$ cat src/rtl/datapath_seq_pkg.sv
// ============================================================================
// Module   : datapath_seq_pkg
// Brief    : Shared encodings for the datapath_seq instruction set.
// Revision : 1.0 - initial release
// ============================================================================
`default_nettype none

package datapath_seq_pkg;

    // Opcodes, instruction bits [15:13]
    localparam logic [2:0] c_OP_MOV  = 3'd0;
    localparam logic [2:0] c_OP_ADD  = 3'd1;
    localparam logic [2:0] c_OP_SUB  = 3'd2;
    localparam logic [2:0] c_OP_AND  = 3'd3;
    localparam logic [2:0] c_OP_OR   = 3'd4;
    localparam logic [2:0] c_OP_XOR  = 3'd5;
    localparam logic [2:0] c_OP_BR   = 3'd6;
    localparam logic [2:0] c_OP_HALT = 3'd7;

    // Branch conditions, instruction bits [12:10] when opcode is BR
    localparam logic [2:0] c_CC_ALWAYS = 3'd0;
    localparam logic [2:0] c_CC_Z      = 3'd1;
    localparam logic [2:0] c_CC_NZ     = 3'd2;
    localparam logic [2:0] c_CC_C      = 3'd3;
    localparam logic [2:0] c_CC_NC     = 3'd4;
    localparam logic [2:0] c_CC_N      = 3'd5;
    localparam logic [2:0] c_CC_CALL   = 3'd6;
    localparam logic [2:0] c_CC_RET    = 3'd7;

    // Source selects, instruction bits [12:10] for ALU opcodes
    localparam logic [2:0] c_SRC_A     = 3'd0;
    localparam logic [2:0] c_SRC_R1    = 3'd1;
    localparam logic [2:0] c_SRC_R2    = 3'd2;
    localparam logic [2:0] c_SRC_R3    = 3'd3;
    localparam logic [2:0] c_SRC_X     = 3'd4;
    localparam logic [2:0] c_SRC_IMM   = 3'd5;
    localparam logic [2:0] c_SRC_ONE   = 3'd6;
    localparam logic [2:0] c_SRC_CARRY = 3'd7;

    localparam logic [1:0] c_DST_A  = 2'd0;
    localparam logic [1:0] c_DST_R1 = 2'd1;
    localparam logic [1:0] c_DST_R2 = 2'd2;
    localparam logic [1:0] c_DST_R3 = 2'd3;

    localparam int FLAG_Z = 0;
    localparam int FLAG_N = 1;
    localparam int FLAG_C = 2;
    localparam int FLAG_V = 3;

    localparam int c_OP_MSB  = 15;
    localparam int c_OP_LSB  = 13;
    localparam int c_SEL_MSB = 12;
    localparam int c_SEL_LSB = 10;
    localparam int c_DST_MSB = 9;
    localparam int c_DST_LSB = 8;
    localparam int c_IMM_MSB = 7;
    localparam int c_IMM_LSB = 0;

endpackage

`default_nettype wire

$ cat src/rtl/alu_param.sv
// ============================================================================
// Module   : alu_param
// Brief    : Combinational DATA_W-wide ALU producing a result and {V,C,N,Z}.
// Revision : 1.0 - initial release
// ============================================================================
`default_nettype none

module alu_param
    import datapath_seq_pkg::*;
#(
    parameter int DATA_W = 8
) (
    input  logic [DATA_W-1:0] i_a,
    input  logic [DATA_W-1:0] i_b,
    input  logic [2:0]        i_op,
    output logic [DATA_W-1:0] o_r,
    output logic [3:0]        o_flags
);

    localparam int c_MSB = DATA_W - 1;

    logic [DATA_W:0]   w_sum;
    logic [DATA_W:0]   w_diff;
    logic [DATA_W-1:0] w_r;
    logic              w_c;
    logic              w_v;

    // The extra top bit holds carry-out for ADD and borrow (A<B) for SUB.
    assign w_sum  = {1'b0, i_a} + {1'b0, i_b};
    assign w_diff = {1'b0, i_a} - {1'b0, i_b};

    always_comb begin
        w_r = '0;
        w_c = 1'b0;
        w_v = 1'b0;
        case (i_op)
            c_OP_MOV: w_r = i_b;
            c_OP_ADD: begin
                w_r = w_sum[DATA_W-1:0];
                w_c = w_sum[DATA_W];
                w_v = (i_a[c_MSB] == i_b[c_MSB]) && (w_sum[c_MSB] != i_a[c_MSB]);
            end
            c_OP_SUB: begin
                w_r = w_diff[DATA_W-1:0];
                w_c = w_diff[DATA_W];
                w_v = (i_a[c_MSB] != i_b[c_MSB]) && (w_diff[c_MSB] != i_a[c_MSB]);
            end
            c_OP_AND: w_r = i_a & i_b;
            c_OP_OR:  w_r = i_a | i_b;
            c_OP_XOR: w_r = i_a ^ i_b;
            default:  w_r = '0;
        endcase
    end

    assign o_r             = w_r;
    assign o_flags[FLAG_Z] = (w_r == '0);
    assign o_flags[FLAG_N] = w_r[c_MSB];
    assign o_flags[FLAG_C] = w_c;
    assign o_flags[FLAG_V] = w_v;

endmodule

`default_nettype wire

$ cat src/rtl/datapath_seq.sv
// ============================================================================
// Module   : datapath_seq
// Brief    : Single-cycle accumulator datapath with pc, branches and halt.
// Options  : DATAPATH_CALL_STACK_EN compiles in the STACK_D-deep call stack.
// Revision : 1.0 - initial release
// ============================================================================
`default_nettype none

module datapath_seq
    import datapath_seq_pkg::*;
#(
    parameter int DATA_W  = 8,
    parameter int ADDR_W  = 5,
    parameter int STACK_D = 4
) (
    input  logic              clock,
    input  logic              reset,
    input  logic              run,
    input  logic [DATA_W-1:0] X,
    input  logic [15:0]       instr,
    output logic [ADDR_W-1:0] pc,
    output logic [DATA_W-1:0] A,
    output logic [DATA_W-1:0] R1,
    output logic [DATA_W-1:0] R2,
    output logic [DATA_W-1:0] R3,
    output logic [3:0]        FLAGS,
    output logic              halted,
    output logic              err
);

    logic [ADDR_W-1:0] r_pc;
    logic [DATA_W-1:0] r_a;
    logic [DATA_W-1:0] r_r1;
    logic [DATA_W-1:0] r_r2;
    logic [DATA_W-1:0] r_r3;
    logic [3:0]        r_flags;
    logic              r_halted;
    logic              r_err;

    logic [2:0]        w_op;
    logic [2:0]        w_sel;
    logic [1:0]        w_dst;
    logic [7:0]        w_imm;
    logic [DATA_W-1:0] w_src;
    logic [DATA_W-1:0] w_alu_r;
    logic [3:0]        w_alu_flags;
    logic [ADDR_W-1:0] w_pc_inc;
    logic [ADDR_W-1:0] w_target;
    logic [ADDR_W-1:0] w_br_pc;
    logic              w_taken;
    logic              w_stk_err;

    assign w_op  = instr[c_OP_MSB:c_OP_LSB];
    assign w_sel = instr[c_SEL_MSB:c_SEL_LSB];
    assign w_dst = instr[c_DST_MSB:c_DST_LSB];
    assign w_imm = instr[c_IMM_MSB:c_IMM_LSB];

    assign w_pc_inc = r_pc + ADDR_W'(1);
    assign w_target = ADDR_W'(w_imm);

    always_comb begin
        w_src = '0;
        case (w_sel)
            c_SRC_A:     w_src = r_a;
            c_SRC_R1:    w_src = r_r1;
            c_SRC_R2:    w_src = r_r2;
            c_SRC_R3:    w_src = r_r3;
            c_SRC_X:     w_src = X;
            c_SRC_IMM:   w_src = DATA_W'(w_imm);
            c_SRC_ONE:   w_src = DATA_W'(1);
            c_SRC_CARRY: w_src = DATA_W'(r_flags[FLAG_C]);
            default:     w_src = '0;
        endcase
    end

    alu_param #(
        .DATA_W (DATA_W)
    ) u_alu (
        .i_a     (r_a),
        .i_b     (w_src),
        .i_op    (w_op),
        .o_r     (w_alu_r),
        .o_flags (w_alu_flags)
    );

    // Conditions look at the committed FLAGS, never at this cycle's ALU output.
    always_comb begin
        w_taken = 1'b0;
        case (w_sel)
            c_CC_ALWAYS:         w_taken = 1'b1;
            c_CC_Z:              w_taken = r_flags[FLAG_Z];
            c_CC_NZ:             w_taken = !r_flags[FLAG_Z];
            c_CC_C:              w_taken = r_flags[FLAG_C];
            c_CC_NC:             w_taken = !r_flags[FLAG_C];
            c_CC_N:              w_taken = r_flags[FLAG_N];
            c_CC_CALL, c_CC_RET: w_taken = 1'b0;
            default:             w_taken = 1'b0;
        endcase
    end

`ifdef DATAPATH_CALL_STACK_EN
    localparam int c_SP_W = $clog2(STACK_D + 1);

    // Shift-register LIFO: entry 0 is always the top of stack.
    logic [ADDR_W-1:0] r_stack [STACK_D];
    logic [c_SP_W-1:0] r_sp;
    logic              w_exec_br;
    logic              w_call;
    logic              w_ret;
    logic              w_full;
    logic              w_empty;
    logic              w_push;
    logic              w_pop;

    assign w_exec_br = run && !r_halted && (w_op == c_OP_BR);
    assign w_call    = w_exec_br && (w_sel == c_CC_CALL);
    assign w_ret     = w_exec_br && (w_sel == c_CC_RET);
    assign w_full    = (r_sp == c_SP_W'(STACK_D));
    assign w_empty   = (r_sp == '0);
    assign w_push    = w_call && !w_full;
    assign w_pop     = w_ret && !w_empty;
    assign w_stk_err = (w_call && w_full) || (w_ret && w_empty);

    always_comb begin
        w_br_pc = w_taken ? w_target : w_pc_inc;
        if (w_sel == c_CC_CALL) begin
            w_br_pc = w_target;
        end else if (w_sel == c_CC_RET) begin
            w_br_pc = r_stack[0];
        end
    end

    always_ff @(posedge clock) begin
        if (reset) begin
            r_sp <= '0;
            for (int i = 0; i < STACK_D; i++) begin
                r_stack[i] <= '0;
            end
        end else if (w_push) begin
            r_stack[0] <= w_pc_inc;
            for (int i = 1; i < STACK_D; i++) begin
                r_stack[i] <= r_stack[i-1];
            end
            r_sp <= r_sp + c_SP_W'(1);
        end else if (w_pop) begin
            for (int i = 0; i < STACK_D - 1; i++) begin
                r_stack[i] <= r_stack[i+1];
            end
            r_sp <= r_sp - c_SP_W'(1);
        end
    end
`else
    // Depth only matters when the stack is compiled in.
    localparam int c_unused_stack_d = STACK_D;

    assign w_stk_err = 1'b0;
    assign w_br_pc   = w_taken ? w_target : w_pc_inc;
`endif

    always_ff @(posedge clock) begin
        if (reset) begin
            r_pc     <= '0;
            r_a      <= '0;
            r_r1     <= '0;
            r_r2     <= '0;
            r_r3     <= '0;
            r_flags  <= '0;
            r_halted <= 1'b0;
            r_err    <= 1'b0;
        end else if (run && !r_halted) begin
            case (w_op)
                c_OP_BR: begin
                    if (w_stk_err) begin
                        r_err    <= 1'b1;
                        r_halted <= 1'b1;
                    end else begin
                        r_pc <= w_br_pc;
                    end
                end
                c_OP_HALT: r_halted <= 1'b1;
                default: begin
                    r_pc    <= w_pc_inc;
                    r_flags <= w_alu_flags;
                    case (w_dst)
                        c_DST_A:  r_a  <= w_alu_r;
                        c_DST_R1: r_r1 <= w_alu_r;
                        c_DST_R2: r_r2 <= w_alu_r;
                        c_DST_R3: r_r3 <= w_alu_r;
                        default:  r_a  <= w_alu_r;
                    endcase
                end
            endcase
        end
    end

    assign pc     = r_pc;
    assign A      = r_a;
    assign R1     = r_r1;
    assign R2     = r_r2;
    assign R3     = r_r3;
    assign FLAGS  = r_flags;
    assign halted = r_halted;
    assign err    = r_err;

endmodule

`default_nettype wire

$ cat config.mk
export PLATFORM = sky130hd
export DESIGN_NAME = datapath_seq
export DESIGN_NICKNAME = d
export VERILOG_FILES = /design/src/rtl/datapath_seq_pkg.sv /design/src/rtl/alu_param.sv /design/src/rtl/datapath_seq.sv
export SDC_FILE = /design/constraint.sdc
export NUM_CORES = 1
export LEC_CHECK = 0
export CORE_ASPECT_RATIO = 2
export CORE_UTILIZATION = 30
export DETAILED_ROUTE_END_ITERATION = 8
export DONT_BUFFER_PORTS = 1
export SYNTH_ARGS = -nofsm -noshare
export SYNTH_HDL_FRONTEND = slang
export SYNTH_HIERARCHICAL = 1
export SYNTH_SLANG_ARGS = --single-unit
$ cat constraint.sdc
create_clock -name clock -period 6.8 [get_ports clock]
set_clock_uncertainty 0.1 [all_clocks]
set_input_delay 1.02 -clock clock [delete_from_list [all_inputs] [get_ports clock]]
set_output_delay 1.02 -clock clock [all_outputs]
set_load 0.02 [all_outputs]
==> reports/qor.csv, run 1 <==
metric,value,unit
crit_required,6930,ps
clkPwrFrac,35.1,%
post-cts-setup-buffer-count,0,
syn_to_final_growth,3.79,%
hold_violations,0,
cts.clk_slew.worst_paths,60,ps
cts_hold_buf,0,
wl,11800,um
grt_antenna_before_repair,0,
min_period,4400,ps
ios,70,
wl_per_cell,21.7,um
ir_drop,0.143,mV
syn_area_per_cell,8.12,um2
crit_path_end_kind,flip-flop,
p_sw,0.000208,W
internal_power,0.000445,W
r2r_cells,13,
cts_resized,0,
top_usage_layer,met2,
clk_latency,290,ps
clk_path_buf_depth,2,
final_max_slew_viol_count,0,
holdPathStages,2,
use_met3,4.27,%
maxCapViolCount,0,
cp_max_fo,19,
port_buffers,0,
vias_per_cell,6.00,
gp_congestion,0.969,
nFillCells,1247,
post-dp-hpwl,9240,um
grt_max_degree,43,
drtPass1Iterations,9,
ant_nets,0,
p_leak,1.50,nW
finalSetupTns,0,ps
drive_above_1_share,5.97,%
synth_cells,427,
finalSetupViolCount,0,
drc,1,
hold_path.startpoint,pc[0]$_SDFFE_PP0P_,
crit_chain,nand2b_1 -> nor2_1 -> nand2_1 -> o21ai_0 -> o22a_1 -> inv_1 -> ha_1 -> inv_1 -> a211oi_2 -> o221a_2 -> o21ai_1 -> or4b_1 -> nor4_2 -> mux2i_1 -> nor2_1,
async_flop_share,0,%
max_stage_delay,660,ps
cts_buffers,5,
hold_end,pc[0]$_SDFFE_PP0P_,
cts.sinks,42,
p_sw_share,31.9,%
cp.arrival,4530,ps
yosys_warnings,6,
grt.total_usage,20.2,%
hold_slack,519,ps
num_rows,55,
fin_util,31.9,%
synth_cell_types,71,
synth_edf_count,0,
die_area,0.0120,mm2
max-slew-margin-rel,56.6,%
r2r-start,R1[3]$_SDFFE_PP0P_,
grt_pass1_wl,18500,um
grtUsageMet2,37.9,%
rsz0062_at_grt,no,
antenna_cells,0,
nets,456,
drt_iter0_markers,234,
cts_max_level,2,
die_w,78.0,um
status,"complete, but fails checks",
vias,3266,
min_path_type,flip-flop to flip-flop,
post-route-period-util,64.7,%
ys_ff_latch,42,
combPwrFrac,23.0,%
ff2ff_setup_slack,2710,ps
use_met1,18.4,%
slowest_stage,or4b_1,
tightest_slew,648,ps
overflow,0,
worst-setup-path-type,primary input to flip-flop,
start_kind,primary input,
max_freq,227,MHz
ys.flop_type,dfxtp_1,
dieHeight,154,um
r2r_end,FLAGS[0]$_SDFFE_PP0P_,
p_seq_share,41.9,%
design.core.area,0.0113,mm2
violations,design-rule violations,
root_buffer,clkbuf_16,
start_util,30.7,%
netlist_area,0.00347,mm2
cts_tree,done,
pwr_density_cell,181,mW/mm2
ys_seq_area_share,24.2,%
grt_pass1_vias,3310,
syn_nets,481,
cell usage after synthesis (7+ instances only):
master     n  area share, %
nor2_1    61            6.6
mux2i_1   47             14
dfxtp_1   42             24
nand2_1   28            3.0
ha_1      25            9.0
inv_1     24            2.6
a21oi_1   15            2.2
o21ai_0   13            1.9
a31oi_1   12            2.2
buf_2     10            1.4
nand3_1   10            1.4
clkbuf_1   8           0.87
a221oi_1   7            1.8
and2_1     7            1.3
buf_4      7            1.5
worst max-delay path: cells and delay by family:
kind                     cells  cell delay (ps)
AND/OR/NAND/NOR              6             1480
AO/OA/AOI/OAI                5             1110
adder cells (fa/ha/maj)      1              490
buffers and inverters        2              320
multiplexers                 1              100
power groups by stage:
stage          clock (W)  combinational (W)  sequential (W)
3_3_place_gp           0           0.000142        0.000279
6_report        0.000229           0.000150        0.000273
2_1_floorplan          0           0.000127        0.000275
3_5_place_dp           0           0.000145        0.000279
4_1_cts         0.000235           0.000146        0.000274
5_1_grt         0.000242           0.000162        0.000274
layout by cell type (no fill, tap or decap), drive strengths merged, types with 4 or more instances in the layout:
master / count
a31oi: 12
nand2: 28
nor2b: 5
nor2: 63
mux2i: 47
nand3b: 4
o22a: 6
xnor2: 5
a21oi: 17
o21ai: 15
a221oi: 7
inv: 25
nand3: 10
dfxtp: 42
and2: 7
clkbuf: 5
ha: 25
a22oi: 6
o221ai: 4
registers in the layout, summed over array words and instances, names as in the netlist:
signal and cells:
A 8, R1 8, R2 8, R3 8, pc 5, FLAGS 4, halted 1
how the worst max path moves through the flow:
stage / startpoint / to / cells past startpoint
global route: instr[11] / FLAGS[0]$_SDFFE_PP0P_ / 15
detailed placement: instr[11] / FLAGS[0]$_SDFFE_PP0P_ / 15
CTS: instr[11] / FLAGS[0]$_SDFFE_PP0P_ / 15
global placement: instr[11] / FLAGS[0]$_SDFFE_PP0P_ / 15
finish: instr[11] / FLAGS[0]$_SDFFE_PP0P_ / 15
floorplan: instr[10] / FLAGS[0]$_SDFFE_PP0P_ / 15
layer usage:
layer	part of all wire, %	wire (um)	vias to the layer above
met3	6.5	771	57
li1	-	-	1482
met5	0	0	-
met1	32	3750	1561
met2	55	6460	166
met4	6.8	796	0
kinds of logic after synthesis:
kind of cell	count (synthesis)	share of synthesized area, %
other	1	0.108
AO/OA/AOI/OAI	102	21.5
buffers and inverters	58	8.15
XOR/XNOR	5	1.26
AND/OR/NAND/NOR	143	20.0
multiplexers	49	14.5
adder cells (fa/ha/maj)	27	10.2
flip-flops	42	24.2
per-stage QoR:
step	instances	worst slack (ps)	total power, W	instance area, um2
4_1_cts	544	2470	0.000654	3600
3_3_place_gp	537	2240	0.000421	3460
6_report	544	2400	0.000653	3600
2_1_floorplan	427	2390	0.000402	3470
3_5_place_dp	537	2190	0.000424	3460
5_1_grt	544	2150	0.000678	3600
cell type report:
type | instances | area (um2) | share of cell area [%]
repair buffers | 1 | 7.51 | 0.209
well taps | 142 | 178 | 4.94
clock buffers | 5 | 125 | 3.48
inverters | 25 | 93.8 | 2.61
multi-input cells | 327 | 2340 | 65.1
flip-flops and latches | 42 | 841 | 23.4
clock inverters | 2 | 10.0 | 0.278
No activity file was read; power rests on OpenSTA's default activity.
==> run 2, diff against run 1 <==
Clock period 6.8 ns to 4 ns, I/O delays scaled along.
==> reports/qor.csv, run 2 (same netlist as run 1, synthesis figures left out) <==
metric,value,unit,change
drc,0,,was 1
post-route-period-util,91.7,%,
max-slew-margin-rel,60.3,%,was 56.6%
gp_congestion,1.00,,was 0.969
clk_latency,290,ps,about the same
cts.clk_slew.worst_paths,70,ps,was 60 ps
finalSetupViolCount,0,,unchanged
mostFrequentLayoutCells,"nor2_1, mux2i_1, dfxtp_1",,unchanged
grt_antenna_before_repair,0,,unchanged
worst-setup-path-type,flip-flop to flip-flop,,was primary input to flip-flop
final_common_cell,nor2_1,,unchanged
cp.arrival,3800,ps,was 4530 ps
setup_slack,332,ps,was 2400 ps
hold_violations,0,,unchanged
crit_required,4130,ps,was 6930 ps
design.core.area,0.0113,mm2,unchanged
p_sw,0.000361,W,was 0.000208 W
cp_common_cell,nor2_1,,
maxCapViolCount,0,,unchanged
grt_pass1_wl,18300,um,"was 18,500 um"
drive_above_1_share,9.33,%,was 5.97%
ant_nets,0,,unchanged
dpl-instance-area,0.00358,mm2,was 0.00346 mm2
fin_util,33.2,%,was 31.9%
num_rows,55,,unchanged
vias,3282,,"was 3,266"
post-cts-setup-buffer-count,0,,unchanged
crit_path_end_kind,flip-flop,,unchanged
internal_power,0.000842,W,was 0.000445 W
hold_path.startpoint,reset,,was pc[0]$_SDFFE_PP0P_
nets,471,,was 456
worstSetupStartpoint,R1[0]$_SDFFE_PP0P_,,was instr[11]
p_sw_share,30.0,%,was 31.9%
post-dp-hpwl,9140,um,was 9240 um
cts_max_level,2,,unchanged
grt_max_degree,43,,unchanged
dp_slack,75.8,ps,was 2190 ps
dieHeight,154,um,unchanged
status,"complete, no violations",,"was complete, but fails checks"
syn_to_final_growth,7.94,%,was 3.79%
ir_drop,0.417,mV,was 0.143 mV
slowest_stage,dfxtp_1,,was or4b_1
antenna_cells,0,,unchanged
rsz0062_at_grt,no,,unchanged
cts_hold_buf,0,,unchanged
wl,11500,um,"was 11,800 um"
p_seq_share,38.4,%,was 41.9%
overflow,0,,unchanged
p_leak,1.58,nW,was 1.50 nW
start_util,30.7,%,unchanged
min_period,3670,ps,
clk_path_buf_depth,2,,unchanged
fin_total_pwr,0.00120,W,was 0.000653 W
r2r-start,R1[0]$_SDFFE_PP0P_,,was R1[3]$_SDFFE_PP0P_
clkPwrFrac,38.8,%,was 35.1%
min_path_type,primary input to flip-flop,,was flip-flop to flip-flop
finalSetupTns,0,ps,unchanged
max_freq,273,MHz,
start_kind,flip-flop,,was primary input
drt_iter0_markers,219,,was 234
drtPass1Iterations,5,,was 9
vias_per_cell,5.86,,was 6.00
cts.sinks,42,,unchanged
grt.total_usage,19.9,%,was 20.2%
pwr_density_cell,321,mW/mm2,was 181 mW/mm2
nFillCells,1246,,"was 1,247"
ios,70,,unchanged
root_buffer,clkbuf_16,,unchanged
wl_per_cell,20.5,um,was 21.7 um
die_area,0.0120,mm2,unchanged
max_stage_delay,470,ps,was 660 ps
cts_resized,0,,unchanged
cts_tree,done,,unchanged
die_w,78.0,um,unchanged
cts_buffers,5,,unchanged
final_max_slew_viol_count,0,,unchanged
grt_pass1_vias,3309,,"was 3,310"
tightest_slew,593,ps,was 648 ps
final_cell_area,0.00374,mm2,was 0.00360 mm2
crit_chain,nor2_1 -> a221o_1 -> a21oi_1 -> ha_1 -> fa_1 -> mux4_2 -> a22o_1 -> nor2_1 -> or4b_1 -> nor4_2 -> mux2i_1 -> nor2_1,,was nand2b_1 -> nor2_1 -> nand2_1 -> o21ai_0 -> o22a_1 -> inv_1 -> ha_1 -> inv_1 -> a211oi_2 -> o221a_2 -> o21ai_1 -> or4b_1 -> nor4_2 -> mux2i_1 -> nor2_1
combPwrFrac,22.7,%,was 23.0%
port_buffers,0,,unchanged
cp_max_fo,4,,was 19
## run 2: cell count changes in the layout (fill, tap and decap cells not counted), sizes merged
cell	previous run	this run
clkbuf	5	6
buf	1	16
bufinv	0	1
clkinv	2	0
clkinvlp	0	1
## run 2: path summary, 6_finish.rpt
kind,to,slack (ps),cells past startpoint
worst max-delay path,FLAGS[0]$_SDFFE_PP0P_,330,12
worst min-delay path,pc[4]$_SDFFE_PP0P_,270,1
worst max register to register,FLAGS[0]$_SDFFE_PP0P_,330,12
worst min register to register,pc[0]$_SDFFE_PP0P_,520,2
## run 2: per-layer routing
metal / up-vias / part of all wire [%] / track usage [%]
met3: 50 / 5.2 / 3.26
met2: 140 / 55 / 36.8
met4: 0 / 7.3 / 15.5
li1: 1503 / - / -
met5: - / 0 / 0
met1: 1589 / 33 / 18.9
## run 2: worst max-delay path: cells and delay by family, from the launching register on
kind,cells,cell delay [ps]
DFF,1,470
and+or+nand+nor,5,860
AOI/OAI and AO/OA,3,910
muxes,2,560
adders and majority gates,2,710
## run 2: area by class of cell
cell class                 count  area [um2]  share of cell area (%)
inverter                      25        93.8                    2.51
clock buffer                   6         129                    3.44
multi-input combinational    327        2340                    62.6
clock inverter                 2        37.5                    1.00
tap                          142         178                    4.75
timing repair buffer          16         120                    3.21
sequential                    42         841                    22.5
## run 2: power by group through the flow
stage | Clock [W] | Combinational, W | Sequential, W
final | 0.000467 | 0.000273 | 0.000463
after global routing | 0.000490 | 0.000298 | 0.000464
after CTS | 0.000471 | 0.000270 | 0.000463
after detailed placement | 0 | 0.000267 | 0.000472
after global placement | 0 | 0.000262 | 0.000472
after floorplan | 0 | 0.000216 | 0.000467
## run 2: stage by stage
| step | hold WS [ps] | std cells |
|---|---|---|
| global route | 263 | 560 |
| detailed placement | 503 | 552 |
| global placement | 493 | 552 |
| finish | 268 | 560 |
| floorplan | 476 | 427 |
| CTS | 265 | 560 |
==> run 3, diff against run 2 <==
Clock period 4 ns to 3.95 ns, I/O delays scaled along.
==> reports/qor.csv, run 3 (same netlist as run 1, synthesis figures left out) <==
metric,value,unit,change
status,"complete, no violations",,unchanged
vias,3250,,"was 3,282"
mostFrequentLayoutCells,"nor2_1, mux2i_1, dfxtp_1",,unchanged
grt_max_degree,43,,unchanged
use_met1,18.6,%,was 18.9%
grt_pass1_wl,18700,um,"was 18,300 um"
crit_required,4070,ps,was 4130 ps
cts_resized,0,,unchanged
drt_iter0_markers,227,,was 219
multi_input_area,0.00234,mm2,unchanged
ant_nets,0,,unchanged
p_seq_share,40.8,%,was 38.4%
hold_violations,0,,unchanged
ir_drop,0.234,mV,was 0.417 mV
nets,473,,was 471
p_sw_share,31.7,%,was 30.0%
cts.clk_slew.worst_paths,60,ps,was 70 ps
wl,12100,um,"was 11,500 um"
final_common_cell,nor2_1,,unchanged
combPwrFrac,24.4,%,was 22.7%
post-cts-setup-buffer-count,0,,unchanged
port_buffers,0,,unchanged
clk_latency,290,ps,about the same
seqCellArea,841,um2,unchanged
syn_to_final_growth,7.47,%,was 7.94%
die_w,78.0,um,unchanged
nFillCells,1234,,"was 1,246"
ios,70,,unchanged
finalSetupViolCount,0,,unchanged
drive_above_1_share,9.79,%,was 9.33%
start_util,30.7,%,unchanged
maxCapViolCount,0,,unchanged
rsz0062_at_grt,no,,unchanged
internal_power,0.000781,W,was 0.000842 W
min_period,3640,ps,
drc,0,,unchanged
grtUsageMet2,39.9,%,was 36.8%
cp_max_fo,19,,was 4
max-slew-margin-rel,57.4,%,was 60.3%
drtPass1Iterations,4,,was 5
overflow,0,,unchanged
r2r-start,R1[1]$_SDFFE_PP0P_,,was R1[0]$_SDFFE_PP0P_
clkPwrFrac,34.8,%,was 38.8%
min_path_type,primary input to flip-flop,,unchanged
die_area,0.0120,mm2,unchanged
hold_slack,270,ps,was 268 ps
worstSetupStartpoint,instr[11],,was R1[0]$_SDFFE_PP0P_
tightest_slew,637,ps,was 593 ps
worst-setup-path-type,primary input to flip-flop,,was flip-flop to flip-flop
p_sw,0.000363,W,was 0.000361 W
endpoint,FLAGS[0]$_SDFFE_PP0P_,,unchanged
cts_tree,done,,unchanged
wl_per_cell,21.5,um,was 20.5 um
p_leak,1.59,nW,was 1.58 nW
r2r_cells,15,,was 12
cp.arrival,3760,ps,was 3800 ps
max_freq,275,MHz,
vias_per_cell,5.79,,was 5.86
post-route-period-util,92.2,%,
cts_buffers,5,,unchanged
cts_hold_buf,0,,unchanged
r2r_end,FLAGS[0]$_SDFFE_PP0P_,,unchanged
grt_antenna_before_repair,0,,unchanged
dieHeight,154,um,unchanged
grt_pass1_vias,3362,,"was 3,309"
cts.sinks,42,,unchanged
design.core.area,0.0113,mm2,unchanged
ff2ff_setup_slack,330,ps,about the same
crit_path_end_kind,flip-flop,,unchanged
gp_congestion,0.950,,was 1.00
finalSetupTns,0,ps,unchanged
antenna_cells,0,,unchanged
top_usage_layer,met2,,unchanged
start_kind,primary input,,was flip-flop
pwr_density_cell,307,mW/mm2,was 321 mW/mm2
cts_max_level,2,,unchanged
post-dp-hpwl,9420,um,was 9140 um
clk_path_buf_depth,2,,unchanged
use_met3,3.68,%,was 3.26%
grt.total_usage,20.8,%,was 19.9%
num_rows,55,,unchanged
root_buffer,clkbuf_16,,unchanged
final_max_slew_viol_count,0,,unchanged
## run 3: stage by stage
stage / area [um2] / util [%] / total power [W] / setup WS [ps] / instances
after floorplan: 3470 / - / 0.000692 / 3.76 / 427
after global placement: 3590 / 31.8 / 0.000744 / 136 / 554
after detailed placement: 3590 / 31.8 / 0.000748 / 78.4 / 554
after CTS: 3730 / 33.0 / 0.00115 / 354 / 561
after global routing: 3730 / 33.0 / 0.00119 / 52.7 / 561
final: 3730 / 33.0 / 0.00114 / 310 / 561
## run 3: worst min-delay path by stage
| stage | startpoint | to | slack, ps | cells past startpoint |
|---|---|---|---|---|
| 2_1_floorplan | pc[0]$_SDFFE_PP0P_ | pc[0]$_SDFFE_PP0P_ | 480 | 2 |
| 3_3_place_gp | pc[0]$_SDFFE_PP0P_ | pc[0]$_SDFFE_PP0P_ | 490 | 2 |
| 3_5_place_dp | FLAGS[3]$_SDFFE_PP0P_ | FLAGS[3]$_SDFFE_PP0P_ | 510 | 2 |
| 4_1_cts | reset | pc[4]$_SDFFE_PP0P_ | 260 | 1 |
| 5_1_grt | reset | pc[4]$_SDFFE_PP0P_ | 260 | 1 |
| 6_report | reset | pc[0]$_SDFFE_PP0P_ | 270 | 1 |
## run 3: power groups by stage
stage	logic (W)	registers, W	clock network (W)
6_report	0.000279	0.000466	0.000398
4_1_cts	0.000274	0.000467	0.000406
5_1_grt	0.000301	0.000468	0.000424
3_3_place_gp	0.000268	0.000476	0
2_1_floorplan	0.000219	0.000473	0
3_5_place_dp	0.000272	0.000476	0
## run 3: area by class of cell
| cell class | count | area share, % |
|---|---|---|
| well taps | 142 | 4.77 |
| clock buffers | 5 | 3.36 |
| repair buffers | 18 | 3.63 |
| multi-input cells | 327 | 62.9 |
| flip-flops and latches | 42 | 22.6 |
| inverters | 25 | 2.52 |
| clock inverters | 2 | 0.269 |
## run 3: routing by layer
layer  part of all wire, %  vias up
li1                      -     1508
met1                    33     1580
met2                    55      118
met3                   4.5       44
met4                   7.1        0
met5                     0        -
## run 3: worst max-delay path, stage by stage
cell and delay (ps):
or2b_1 310, nor2_1 160, nand2_1 70, o221ai_1 80, o21a_1 310, inv_1 120, ha_1 330, o21bai_1 160
a21oi_1 140, o31a_1 310, a221o_1 360, a221o_1 370, nor4_2 250, mux2i_1 110, nor2_1 90
